## src/rtl/gray_codec_pkg.sv

```systemverilog
// Shared mode and output-state encodings for the Gray codec.
// Mode values match the 2-bit mode port; state values are the output register occupancy.
package gray_codec_pkg;

  typedef enum logic [1:0] {
    MODE_G2B   = 2'b00,
    MODE_B2G   = 2'b01,
    MODE_COUNT = 2'b10,
    MODE_LOAD  = 2'b11
  } mode_t;

  typedef enum logic {
    ST_EMPTY = 1'b0,
    ST_FULL  = 1'b1
  } state_t;

endpackage

```

## src/rtl/gray2bin_n.sv

```systemverilog
// Combinational Gray-to-binary converter, WIDTH-parametrised.
// Zero latency; no flow control.
module gray2bin_n #(
  parameter int WIDTH = 4
) (
  input  logic [WIDTH-1:0] gray,
  output logic [WIDTH-1:0] bin
);

  // Each binary bit is the running XOR of the Gray bits from the MSB down.
  always_comb begin
    bin = '0;
    bin[WIDTH-1] = gray[WIDTH-1];
    for (int i = WIDTH - 2; i >= 0; i--) begin
      bin[i] = bin[i+1] ^ gray[i];
    end
  end

endmodule

```

## src/rtl/gray_codec_seq.sv

```systemverilog
// Gray codec with convert/count/load modes and a single registered output slot, latency 1.
// in_ready drops while the result is stalled (out_ready=0) or during reset; accept-and-drain in one cycle.
module gray_codec_seq
  import gray_codec_pkg::*;
#(
  parameter int WIDTH = 4
) (
  input  logic             clk,
  input  logic             rst,
  input  logic [1:0]       mode,
  input  logic             up,
  input  logic             in_valid,
  output logic             in_ready,
  input  logic [WIDTH-1:0] in_data,
  output logic             out_valid,
  input  logic             out_ready,
  output logic [WIDTH-1:0] out_data
);

  localparam logic [WIDTH-1:0] ONE = {{(WIDTH-1){1'b0}}, 1'b1};

  state_t           state;
  state_t           state_nxt;
  mode_t            mode_sel;
  logic             accept;
  logic [WIDTH-1:0] cnt;
  logic [WIDTH-1:0] cnt_nxt;
  logic [WIDTH-1:0] result;
  logic [WIDTH-1:0] g2b_bin;

  assign mode_sel = mode_t'(mode);
  assign in_ready = ((state == ST_EMPTY) || out_ready) && !rst;
  assign accept   = in_valid && in_ready;

  gray2bin_n #(.WIDTH(WIDTH)) u_g2b (
    .gray (in_data),
    .bin  (g2b_bin)
  );

  always_ff @(posedge clk) begin
    if (rst) begin
      state <= ST_EMPTY;
    end else begin
      state <= state_nxt;
    end
  end

  always_comb begin
    state_nxt = state;
    case (state)
      ST_EMPTY: if (accept) state_nxt = ST_FULL;
      ST_FULL:  if (out_ready && !accept) state_nxt = ST_EMPTY;
      default:  state_nxt = ST_EMPTY;
    endcase
  end

  always_comb begin
    out_valid = (state == ST_FULL);
  end

  // Counter only moves on COUNT/LOAD; conversions leave it untouched.
  always_comb begin
    cnt_nxt = cnt;
    result  = '0;
    case (mode_sel)
      MODE_G2B: result = g2b_bin;
      MODE_B2G: result = in_data ^ (in_data >> 1);
      MODE_COUNT: begin
        cnt_nxt = up ? (cnt + ONE) : (cnt - ONE);
        result  = cnt_nxt ^ (cnt_nxt >> 1);
      end
      MODE_LOAD: begin
        cnt_nxt = in_data;
        result  = in_data ^ (in_data >> 1);
      end
      default: result = '0;
    endcase
  end

  always_ff @(posedge clk) begin
    if (rst) begin
      cnt      <= '0;
      out_data <= '0;
    end else if (accept) begin
      cnt      <= cnt_nxt;
      out_data <= result;
    end
  end

endmodule

```

## config.mk

```make
export PLATFORM = sky130hd
export DESIGN_NAME = gray_codec_seq
export DESIGN_NICKNAME = d
export VERILOG_FILES = /design/src/rtl/gray_codec_pkg.sv /design/src/rtl/gray2bin_n.sv /design/src/rtl/gray_codec_seq.sv
export SDC_FILE = /design/constraint.sdc
export NUM_CORES = 1
export LEC_CHECK = 0
export BUFFER_PORTS_ARGS = -buffer_cell sky130_fd_sc_hd__clkbuf_2
export CAP_MARGIN = 10
export CORE_MARGIN = 2
export CORE_UTILIZATION = 40
export CTS_CLUSTER_SIZE = 24
export DETAILED_ROUTE_END_ITERATION = 10
export GPL_ROUTABILITY_DRIVEN = 0
export PLACE_DENSITY_LB_ADDON = 0.15
export SLEW_MARGIN = 15
export SYNTH_ARGS = -nofsm -noshare
export SYNTH_HDL_FRONTEND = slang
export SYNTH_SLANG_ARGS = --single-unit
```

## constraint.sdc

```tcl
create_clock -name clk -period 1.5 [get_ports clk]
set_input_delay 0.225 -clock clk [delete_from_list [all_inputs] [get_ports clk]]
set_output_delay 0.225 -clock clk [all_outputs]
set_load 0.01 [all_outputs]
```

==> results_dict.tcl, run 1 <==
set metrics [dict create \
    rr_worst_depth 6 \
    hold_start "in_valid" \
    drc 0 \
    grt_pass1_wl_mm 2.22 \
    synth_mux_area_share_pct 2.17 \
    report.final.slew_viol_count 0 \
    drive_above_1_share_pct 46.5 \
    worst_ep_arrival_time_ns 1.75 \
    wirelength_mm 1.38 \
    fin_crit_ns 1.61 \
    hold_viol 0 \
    criticalPathCategory "flop to flop" \
    clk-insertion-delay-late_ns 0.26 \
    worstReg2RegEnd "out_data[0]$_SDFFE_PP0P_" \
    reg2reg_slack_ns -0.11 \
    layout.nets 116 \
    pin_count 17 \
    synth_edf_count 0 \
    fmax_ghz 0.622 \
    syn_area_sq_um 692 \
    crit_path_max_fanout 3 \
    stdcell_count 118 \
    fill_cells 145 \
    switching_share_pct 30.8 \
    clock_path_buffers 2 \
    syn_inst 77 \
    rr_startpoint "cnt[0]$_SDFFE_PP0P_" \
    vias 617 \
    cts_buffers 3 \
    synth-simple-area-share_pct 25.1 \
    grt_pass1_vias 564 \
    via_per_inst 5.23 \
    cts_tree "yes" \
    synth_area_leader_cell "dfxtp_1" \
    p_seq_share_pct 38.3 \
    core_sq_um 1670 \
    crit_start "cnt[0]$_SDFFE_PP0P_" \
    yosys_warnings 0 \
    synthDominantCellAreaShare_pct 26.0 \
    die_h_um 45.6 \
    postSynthAreaPerCell_sq_um 8.99 \
    setup_slack_ns -0.108 \
    tightest_slew_ns 0.320 \
    synthArstFlopShare_pct 0 \
    post-synth-top-count-cell "dfxtp_1" \
    yosys-top-cells-area "dfxtp_1, xor2_1, nor2_1" \
    p_switching_uw 217 \
    drv_cap 0 \
    synth_flop_cell "dfxtp_1" \
    rsz0062_at_grt "true" \
    firstDrtPassIters 4 \
    area_growth_pct 30.6 \
    htreeDepth 1 \
    io_buffers 16 \
    synth_top_family_by_area "simple AND/OR/NAND/NOR gates" \
    synth_common_cells "dfxtp_1, nor2_1, inv_1, nand2_1, xor2_1" \
    cp-endpoint "out_data[0]$_SDFFE_PP0P_" \
    violations "negative setup slack" \
    final-setup-viol-count 3 \
    required_ns 1.65 \
    clkSlewWorstSetupHoldPaths_ns 0.06 \
    cts_hold_buf 0 \
    combPwrFrac_pct 34.3 \
    p_leak_nw 0.398 \
    grt_max_degree 11 \
    synth-xor-area-share_pct 12.3 \
    synth-compound-area-share_pct 22.1 \
    syn_nets 91 \
    post_drt_wl_per_cell_um 11.7 \
    overflow 0 \
    drt-initial-drc-count 9 \
    hp-class "input port to flop" \
    synth_seq_cells 9 \
    pwr-share-clk_pct 27.4 \
    irDropWorstVdd_mv 0.412 \
    drtAntennaViolNets 0 \
    hold_ws_ns 0.212 \
    row_count 15 \
    synth_fa_ha_area_share_pct 6.51 \
    die-area_sq_um 2080 \
    dp_cells 114 \
    period_share_pct 107 \
    synth_cell_types 37 \
    p_int_uw 488 \
    start_util_pct 41.4 \
    cp-start-kind "flop" \
    clock_skew_ns 0.00180 \
    synth-seq-area-share_pct 26.0 \
    hpwl_mm 1.09 \
    antenna_found_initial 0 \
    antennaDiodeCount 0 \
    outcome "finished, violations left" \
    cts.sinks 9 \
    relSlewSlack_pct 78.4 \
    die_w_um 45.6 \
    grt_usage_pct 14.9 \
    end_kind "flop" \
    p_per_area_nw_per_um2 781 \
    cts-root-buf "clkbuf_4" \
]
[metal layers]
| metal | track usage (%) | wire length, um | up-vias | part of all wire, % |
|---|---|---|---|---|
| met3 | 4.76 | 65 | 2 | 4.7 |
| met1 | 18.2 | 690 | 275 | 50 |
| li1 | - | - | 325 | - |
| met4 | 5.29 | 13 | 0 | 0.94 |
| met5 | 0 | 0 | - | 0 |
| met2 | 24.2 | 609 | 15 | 44 |
[worst max-delay path, stage by stage, from the launching register on]
cell and delay, ns:
dfxtp_2 0.33, inv_2 0.04, fa_2 0.57, xor2_1 0.08, a22o_1 0.18, o31ai_1 0.20, o21ai_1 0.09
[how the worst min path moves through the flow]
stage                          endpoint  slack, ns  depth (start not counted)
3_3_place_gp   out_data[0]$_SDFFE_PP0P_       0.44                          2
3_5_place_dp   out_data[0]$_SDFFE_PP0P_       0.45                          2
5_1_grt            out_valid$_SDFF_PP0_       0.23                          3
6_report           out_valid$_SDFF_PP0_       0.21                          3
2_1_floorplan      out_valid$_SDFF_PP0_       0.35                          2
4_1_cts            out_valid$_SDFF_PP0_       0.20                          3
[cell usage in the layout (no fill, tap or decap), drive strengths merged]
cell	netlist	routed
nand2	5	5
a21o	1	1
nor2b	2	2
buf	3	7
clkbuf	0	20
ha	2	2
inv	6	6
xor3	1	1
a221oi	1	1
a22o	1	1
and4bb	1	1
nor3b	3	3
nand3	2	2
a31o	1	1
xor2	5	5
a21oi	3	3
fa	1	1
and3	1	1
xnor2	2	2
o221ai	1	1
a31oi	4	4
o31ai	1	1
dfxtp	9	9
o21ai	4	4
nand3b	1	1
mux2	1	1
nand2b	1	1
nor3	1	1
nor2	8	8
or3	1	1
and3b	1	1
a21boi	1	1
a311oi	1	1
o32ai	1	1
[power groups by stage]
stage / combinational (mW) / sequential (mW) / clock (mW)
after CTS: 0.233 / 0.270 / 0.202
after global routing: 0.265 / 0.272 / 0.215
after global placement: 0.227 / 0.275 / 0
final: 0.242 / 0.270 / 0.194
after floorplan: 0.152 / 0.281 / 0
after detailed placement: 0.227 / 0.275 / 0
[logic make-up (layout without fill, tap and decap cells)]
| group | count (synthesis) | in the layout |
|---|---|---|
| xor gates and xnor gates | 8 | 8 |
| and+or+nand+nor | 27 | 27 |
| DFF | 9 | 9 |
| adders and majority gates | 3 | 3 |
| AOI/OAI and AO/OA | 20 | 20 |
| buffers and inverters | 9 | 33 |
| muxes | 1 | 1 |
[cell type report]
type	count	area, sq um	share of cell area, %
flip-flops and latches	9	184	20.4
repair buffers	23	133	14.7
multi-input cells	59	517	57.2
clock buffers	4	26.3	2.91
inverters	6	22.5	2.49
well taps	17	21.3	2.35
[stage by stage]
step | total power, mW | setup slack, ns | area, sq um | utilization (%) | TNS [ns]
after global routing | 0.751 | -0.165 | 903 | 54.1 | -0.364
after CTS | 0.706 | -0.117 | 888 | 53.2 | -0.182
after global placement | 0.501 | -0.181 | 852 | 51.0 | -0.709
after floorplan | 0.433 | -0.0811 | 716 | - | -0.126
after detailed placement | 0.502 | -0.216 | 852 | 51.0 | -0.766
final | 0.705 | -0.108 | 903 | 54.1 | -0.133
[timing repair]
item / CTS / global route
gates resized for setup: 6 / 2
pin swaps: 7 / 0
setup endpoints to repair: 4 / 5
setup buffers: 0 / 0
[flip-flops by register name, indices dropped and copies added, names as in the netlist]
register / count
cnt: 4
out_data: 4
out_valid: 1
(Power assumes the default switching activity.)
==> inputs of run 2 (changes only) <==
--- a/config.mk
+++ b/config.mk
@@ -8,12 +8,14 @@
 export BUFFER_PORTS_ARGS = -buffer_cell sky130_fd_sc_hd__clkbuf_2
 export CAP_MARGIN = 10
 export CORE_MARGIN = 2
-export CORE_UTILIZATION = 40
+export CORE_UTILIZATION = 35
 export CTS_CLUSTER_SIZE = 24
 export DETAILED_ROUTE_END_ITERATION = 10
 export GPL_ROUTABILITY_DRIVEN = 0
 export PLACE_DENSITY_LB_ADDON = 0.15
+export SKIP_CTS_REPAIR_TIMING = 1
 export SLEW_MARGIN = 15
 export SYNTH_ARGS = -nofsm -noshare
 export SYNTH_HDL_FRONTEND = slang
 export SYNTH_SLANG_ARGS = --single-unit
+export TNS_END_PERCENT = 50
==> run 2 against run 1 <==
Effect of this change:
- count of clock-buffer cells in the layout is the same
- sequential cell count is the same
- sequential power is essentially flat
- routed wire length grew 9.6%
- core utilization shrank 4.1 points
- non-clock buffer count grew 3
- combinational power grew 6%
- critical path depth is the same
- register-to-register slack lost 0.08 ns
- via count grew 4.4%
- the flow still finishes with violations (negative setup slack)
- global-route usage shrank 0.20 points
- critical path type unchanged
- largest power group unchanged
==> results_dict.tcl, run 2 (synthesis results as in run 1) <==
set metrics [dict create \
    layout.nets 119 \
    start_util_pct 36.0 \
    relSlewSlack_pct 76.3 \
    required_ns 1.65 \
    setup_slack_ns -0.183 \
    hold_viol 0 \
    worst_ep_arrival_time_ns 1.84 \
    outcome "finished, violations left" \
    drv_cap 0 \
    dp_cells 124 \
    stdcell_count 131 \
    drive_above_1_share_pct 48.1 \
    seqCellArea_sq_um 183 \
    die-area_sq_um 2350 \
    multi_input_area_sq_um 541 \
    tightest_slew_ns 0.355 \
    drtAntennaViolNets 0 \
    criticalPathCategory "flop to flop" \
    p_per_area_nw_per_um2 755 \
    grt_pass1_wl_mm 2.64 \
    cts_buffers 3 \
    cp-start-kind "flop" \
    critPathSlowestCell "fa_2" \
    grt_usage_pct 14.7 \
    via_per_inst 4.92 \
    clkSlewWorstSetupHoldPaths_ns 0.07 \
    path_cells "inv_2 -> fa_2 -> xor2_1 -> a22o_1 -> o31ai_1 -> o21ai_1" \
    cts_tree "yes" \
    cp_top_family "adder cells" \
    cts.sinks 9 \
    post_drt_wl_per_cell_um 11.5 \
    clock_path_buffers 2 \
    critical_path.max_stage_delay_ns 0.60 \
    crit_buf_inv 1 \
    io_buffers 16 \
    hpwl_mm 1.18 \
    antenna_found_initial 0 \
    crit_path_max_fanout 3 \
    hold_path_depth 2 \
    rr_worst_depth 6 \
    end_kind "flop" \
    grt_pass1_vias 608 \
    clock_skew_ns 0.00469 \
    fin_crit_ns 1.68 \
    report.final.slew_viol_count 0 \
    pin_count 17 \
    hp-class "input port to flop" \
    die_w_um 48.5 \
    worst-path-stages 6 \
    rsz0062_at_grt "true" \
    clk-insertion-delay-late_ns 0.27 \
    row_count 16 \
    firstDrtPassIters 4 \
    cts-root-buf "clkbuf_4" \
    p_leak_nw 0.412 \
    layout_common_cells "clkbuf_2, buf_4, nor2_1, dfxtp_1" \
    final-setup-viol-count 5 \
    wirelength_mm 1.51 \
    grt_max_degree 11 \
    die_h_um 48.5 \
    irDropWorstVdd_mv 0.440 \
    fmax_ghz 0.594 \
    htreeDepth 1 \
    fin_setup_tns_ns -0.449 \
    place_ws_ns -0.224 \
    drt-initial-drc-count 9 \
    violations "negative setup slack" \
    overflow 0 \
    drc 0 \
    vias 644 \
    area_growth_pct 38.9 \
    core_sq_um 1920 \
    hold_ws_ns 0.203 \
    fill_cells 207 \
    period_share_pct 112 \
    antennaDiodeCount 0 \
    layout_commonest_cell "clkbuf_2" \
]
[run 2: cell count changes in the layout (fill, tap and decap cells not counted)]
cell and change:
a21o_4 +1, buf_4 +3, nor2_2 -1, ha_1 -1, o32ai_2 +1, dfxtp_1 +1
a21o_2 -1, dfxtp_2 -1, o32ai_1 -1, nor2_1 +1, ha_4 +1
[run 2: final cells by class]
cell class | count | share of cell area (%)
Timing Repair Buffer | 26 | 16.1
Multi-Input combinational cell | 59 | 56.2
Sequential cell | 9 | 19.0
Tap cell | 27 | 3.52
Clock buffer | 4 | 2.73
Inverter | 6 | 2.34
[run 2: metal layers]
metal	global-route usage (%)	up-vias	routed length (um)
met4	8.57	0	39
met5	0	-	0
li1	-	328	-
met2	23.8	14	683
met1	17.5	297	717
met3	3.70	5	71
[run 2: final timing paths]
path / from / end / slack (ns)
hold / removal: rst / cnt[1]$_SDFFE_PP0P_ / 0.20
setup / recovery: cnt[1]$_SDFFE_PP0P_ / out_data[0]$_SDFFE_PP0P_ / -0.18
hold reg to reg: out_data[0]$_SDFFE_PP0P_ / out_data[0]$_SDFFE_PP0P_ / 0.45
setup reg to reg: cnt[1]$_SDFFE_PP0P_ / out_data[0]$_SDFFE_PP0P_ / -0.18
[run 2: power by group]
part	internal (mW)	switching, mW	leakage (nW)	total (mW)
Combinational	0.136	0.120	0.322	0.257
Clock	0.103	0.0963	0.0150	0.199
Sequential	0.259	0.0107	0.0750	0.270
[run 2: stage by stage]
stage	total power, mW	instance area, sq um	utilization, %
3_5_place_dp	0.501	852	44.3
5_1_grt	0.773	961	50.0
6_report	0.726	961	50.0
4_1_cts	0.706	878	45.7
2_1_floorplan	0.430	703	-
3_3_place_gp	0.500	852	44.3
==> inputs of run 3 (changes only) <==
--- a/config.mk
+++ b/config.mk
@@ -5,6 +5,7 @@
 export SDC_FILE = /design/constraint.sdc
 export NUM_CORES = 1
 export LEC_CHECK = 0
+export ABC_AREA = 1
 export BUFFER_PORTS_ARGS = -buffer_cell sky130_fd_sc_hd__clkbuf_2
 export CAP_MARGIN = 10
 export CORE_MARGIN = 2
==> run 3 against run 2 <==
Effect of this change:
- clock power down 2%
- non-clock buffer count is 4 lower
- sequential share of layout area up 0.99 points
- the flow now finishes without violations
- sequential cell count is the same
- register-to-register slack better by 0.21 ns
- count of clock-buffer cells in the layout is the same
- design area fell by 4.9%
==> results_dict.tcl, run 3 <==
set metrics [dict create \
    drt-initial-drc-count 14 \
    clock_path_buffers 2 \
    die_h_um 48.5 \
    syn_nets 117 \
    layout_commonest_cell "nand2_1" \
    outcome "complete, no violations" \
    setup_slack_ns 0.0312 \
    die-area_sq_um 2360 \
    synth-seq-area-share_pct 25.9 \
    firstDrtPassIters 4 \
    hold_viol 0 \
    grt_pass1_wl_mm 2.56 \
    clkSlewWorstSetupHoldPaths_ns 0.07 \
    start_util_pct 36.1 \
    clk-insertion-delay-late_ns 0.26 \
    layout_common_cells "nand2_1, clkbuf_2, inv_1, nand3_1" \
    synth_area_leader_cell "dfxtp_1" \
    synth_cell_types 23 \
    drc 0 \
    cp-start-kind "flop" \
    end_kind "flop" \
    p_per_area_nw_per_um2 758 \
    syn_inst 103 \
    vias 707 \
    syn_area_sq_um 694 \
    rr_worst_depth 8 \
    postSynthAreaPerCell_sq_um 6.74 \
    worst_ep_arrival_time_ns 1.63 \
    post-synth-top-count-cell "nand2_1" \
    area_growth_pct 31.5 \
    rsz0062_at_grt "true" \
    placed_area_sq_um 831 \
    report.final.slew_viol_count 0 \
    wirelength_mm 1.50 \
    synth_flop_cell "dfxtp_1" \
    crit_buf_inv 3 \
    post_drt_wl_per_cell_um 9.64 \
    antenna_found_initial 0 \
    critical_path.max_stage_delay_ns 0.56 \
    rr_startpoint "cnt[1]$_SDFFE_PP0P_" \
    layout.nets 144 \
    clock_skew_ns 0.00466 \
    grt_max_degree 9 \
    yosys_warnings 0 \
    worstReg2RegEnd "cnt[1]$_SDFFE_PP0P_" \
    path_cells "inv_2 -> fa_2 -> inv_2 -> buf_6 -> nand2_1 -> o21ai_1 -> o21ai_1 -> a21oi_1" \
    critPathSlowestCell "fa_2" \
    synth_edf_count 0 \
    hpwl_mm 1.23 \
    core_sq_um 1920 \
    synthDominantCellAreaShare_pct 25.9 \
    drv_cap 0 \
    synth_common_cells "nand2_1, inv_1, nand3_1, dfxtp_1" \
    cts-root-buf "clkbuf_4" \
    synth_seq_cells 9 \
    criticalPathCategory "flop to flop" \
    grt_usage_pct 13.7 \
    irDropWorstVdd_mv 0.350 \
    cts_buffers 3 \
    via_per_inst 4.53 \
    multi_input_area_sq_um 485 \
    antennaDiodeCount 0 \
    row_count 16 \
    relSlewSlack_pct 84.3 \
    hold_ws_ns 0.188 \
    grt_pass1_vias 641 \
    hp-class "input port to flop" \
    p_leak_nw 0.460 \
    cp_top_family "adder cells" \
    fin_crit_ns 1.47 \
    cp-endpoint "cnt[1]$_SDFFE_PP0P_" \
    die_w_um 48.5 \
    fin_setup_tns_ns 0 \
    design_area_sq_um 913 \
    overflow 0 \
    stdcell_count 156 \
    crit_start "cnt[1]$_SDFFE_PP0P_" \
    fill_cells 214 \
    yosys-top-cells-area "dfxtp_1, nand2_1, nand3_1" \
    fmax_ghz 0.681 \
    seqCellArea_sq_um 183 \
    reg2reg_slack_ns 0.03 \
    place_ws_ns -0.0430 \
    pin_count 17 \
    drtAntennaViolNets 0 \
    worst-path-stages 8 \
    required_ns 1.66 \
    io_buffers 16 \
    htreeDepth 1 \
    tightest_slew_ns 0.234 \
    final-setup-viol-count 0 \
    drive_above_1_share_pct 36.4 \
    synthArstFlopShare_pct 0 \
    crit_path_max_fanout 3 \
    dp_cells 149 \
    period_share_pct 97.9 \
    cts.sinks 9 \
    cts_tree "yes" \
]
==> run 3: cell types whose count changed in the layout (fill, tap and decap cells not counted), sizes merged, moves of 3 or more <==
cell	change
nand2	+26
inv	+9
o21ai	+6
a31oi	-4
nor3b	-3
nand3	+9
buf	-4
==> run 3: worst min path at each step <==
stage               slack, ns  from  depth (start not counted)                   end
finish                   0.19   rst                          2  out_valid$_SDFF_PP0_
global route             0.21   rst                          2  out_valid$_SDFF_PP0_
CTS                      0.19   rst                          2  out_valid$_SDFF_PP0_
detailed placement       0.47   rst                          2  out_valid$_SDFF_PP0_
global placement         0.46   rst                          2  out_valid$_SDFF_PP0_
floorplan                0.30   rst                          1  out_valid$_SDFF_PP0_
==> run 3: cell families (layout without fill, tap and decap cells) <==
| family | after synthesis | in the layout | synth area share (%) |
|---|---|---|---|
| AO/OA/AOI/OAI | 18 | 18 | 15.0 |
| buffers and inverters | 15 | 41 | 8.11 |
| AND/OR/NAND/NOR | 53 | 53 | 37.1 |
| flip-flops | 9 | 9 | 25.9 |
| XOR/XNOR | 5 | 5 | 7.39 |
| adder cells (fa/ha/maj) | 3 | 3 | 6.49 |
==> run 3: power breakdown <==
group,leakage (nW),internal (mW),switching [mW],total [mW]
combinational,0.370,0.103,0.128,0.231
sequential,0.0750,0.256,0.00990,0.266
clock,0.0150,0.103,0.0923,0.195
==> run 3: per-layer routing <==
layer  wire (um)  up-vias  GRT usage (%)
met1         696      307           17.5
met3          79        0           4.01
li1            -      384              -
met5           0        -              0
met4           0        0           2.86
met2         728       16           22.9
==> run 3: through the flow <==
step / total power, mW / util (%)
after detailed placement: 0.477 / 43.2
after floorplan: 0.409 / -
after CTS: 0.668 / 44.6
final: 0.692 / 47.5
after global placement: 0.475 / 43.2
after global routing: 0.737 / 47.5
==> run 3: final cells by class <==
cell class | instances | share of cell area, %
clock buffer | 4 | 2.88
multi-input combinational | 79 | 53.2
sequential | 9 | 20.0
timing repair buffer | 22 | 14.1
inverter | 15 | 6.16
tap | 27 | 3.70
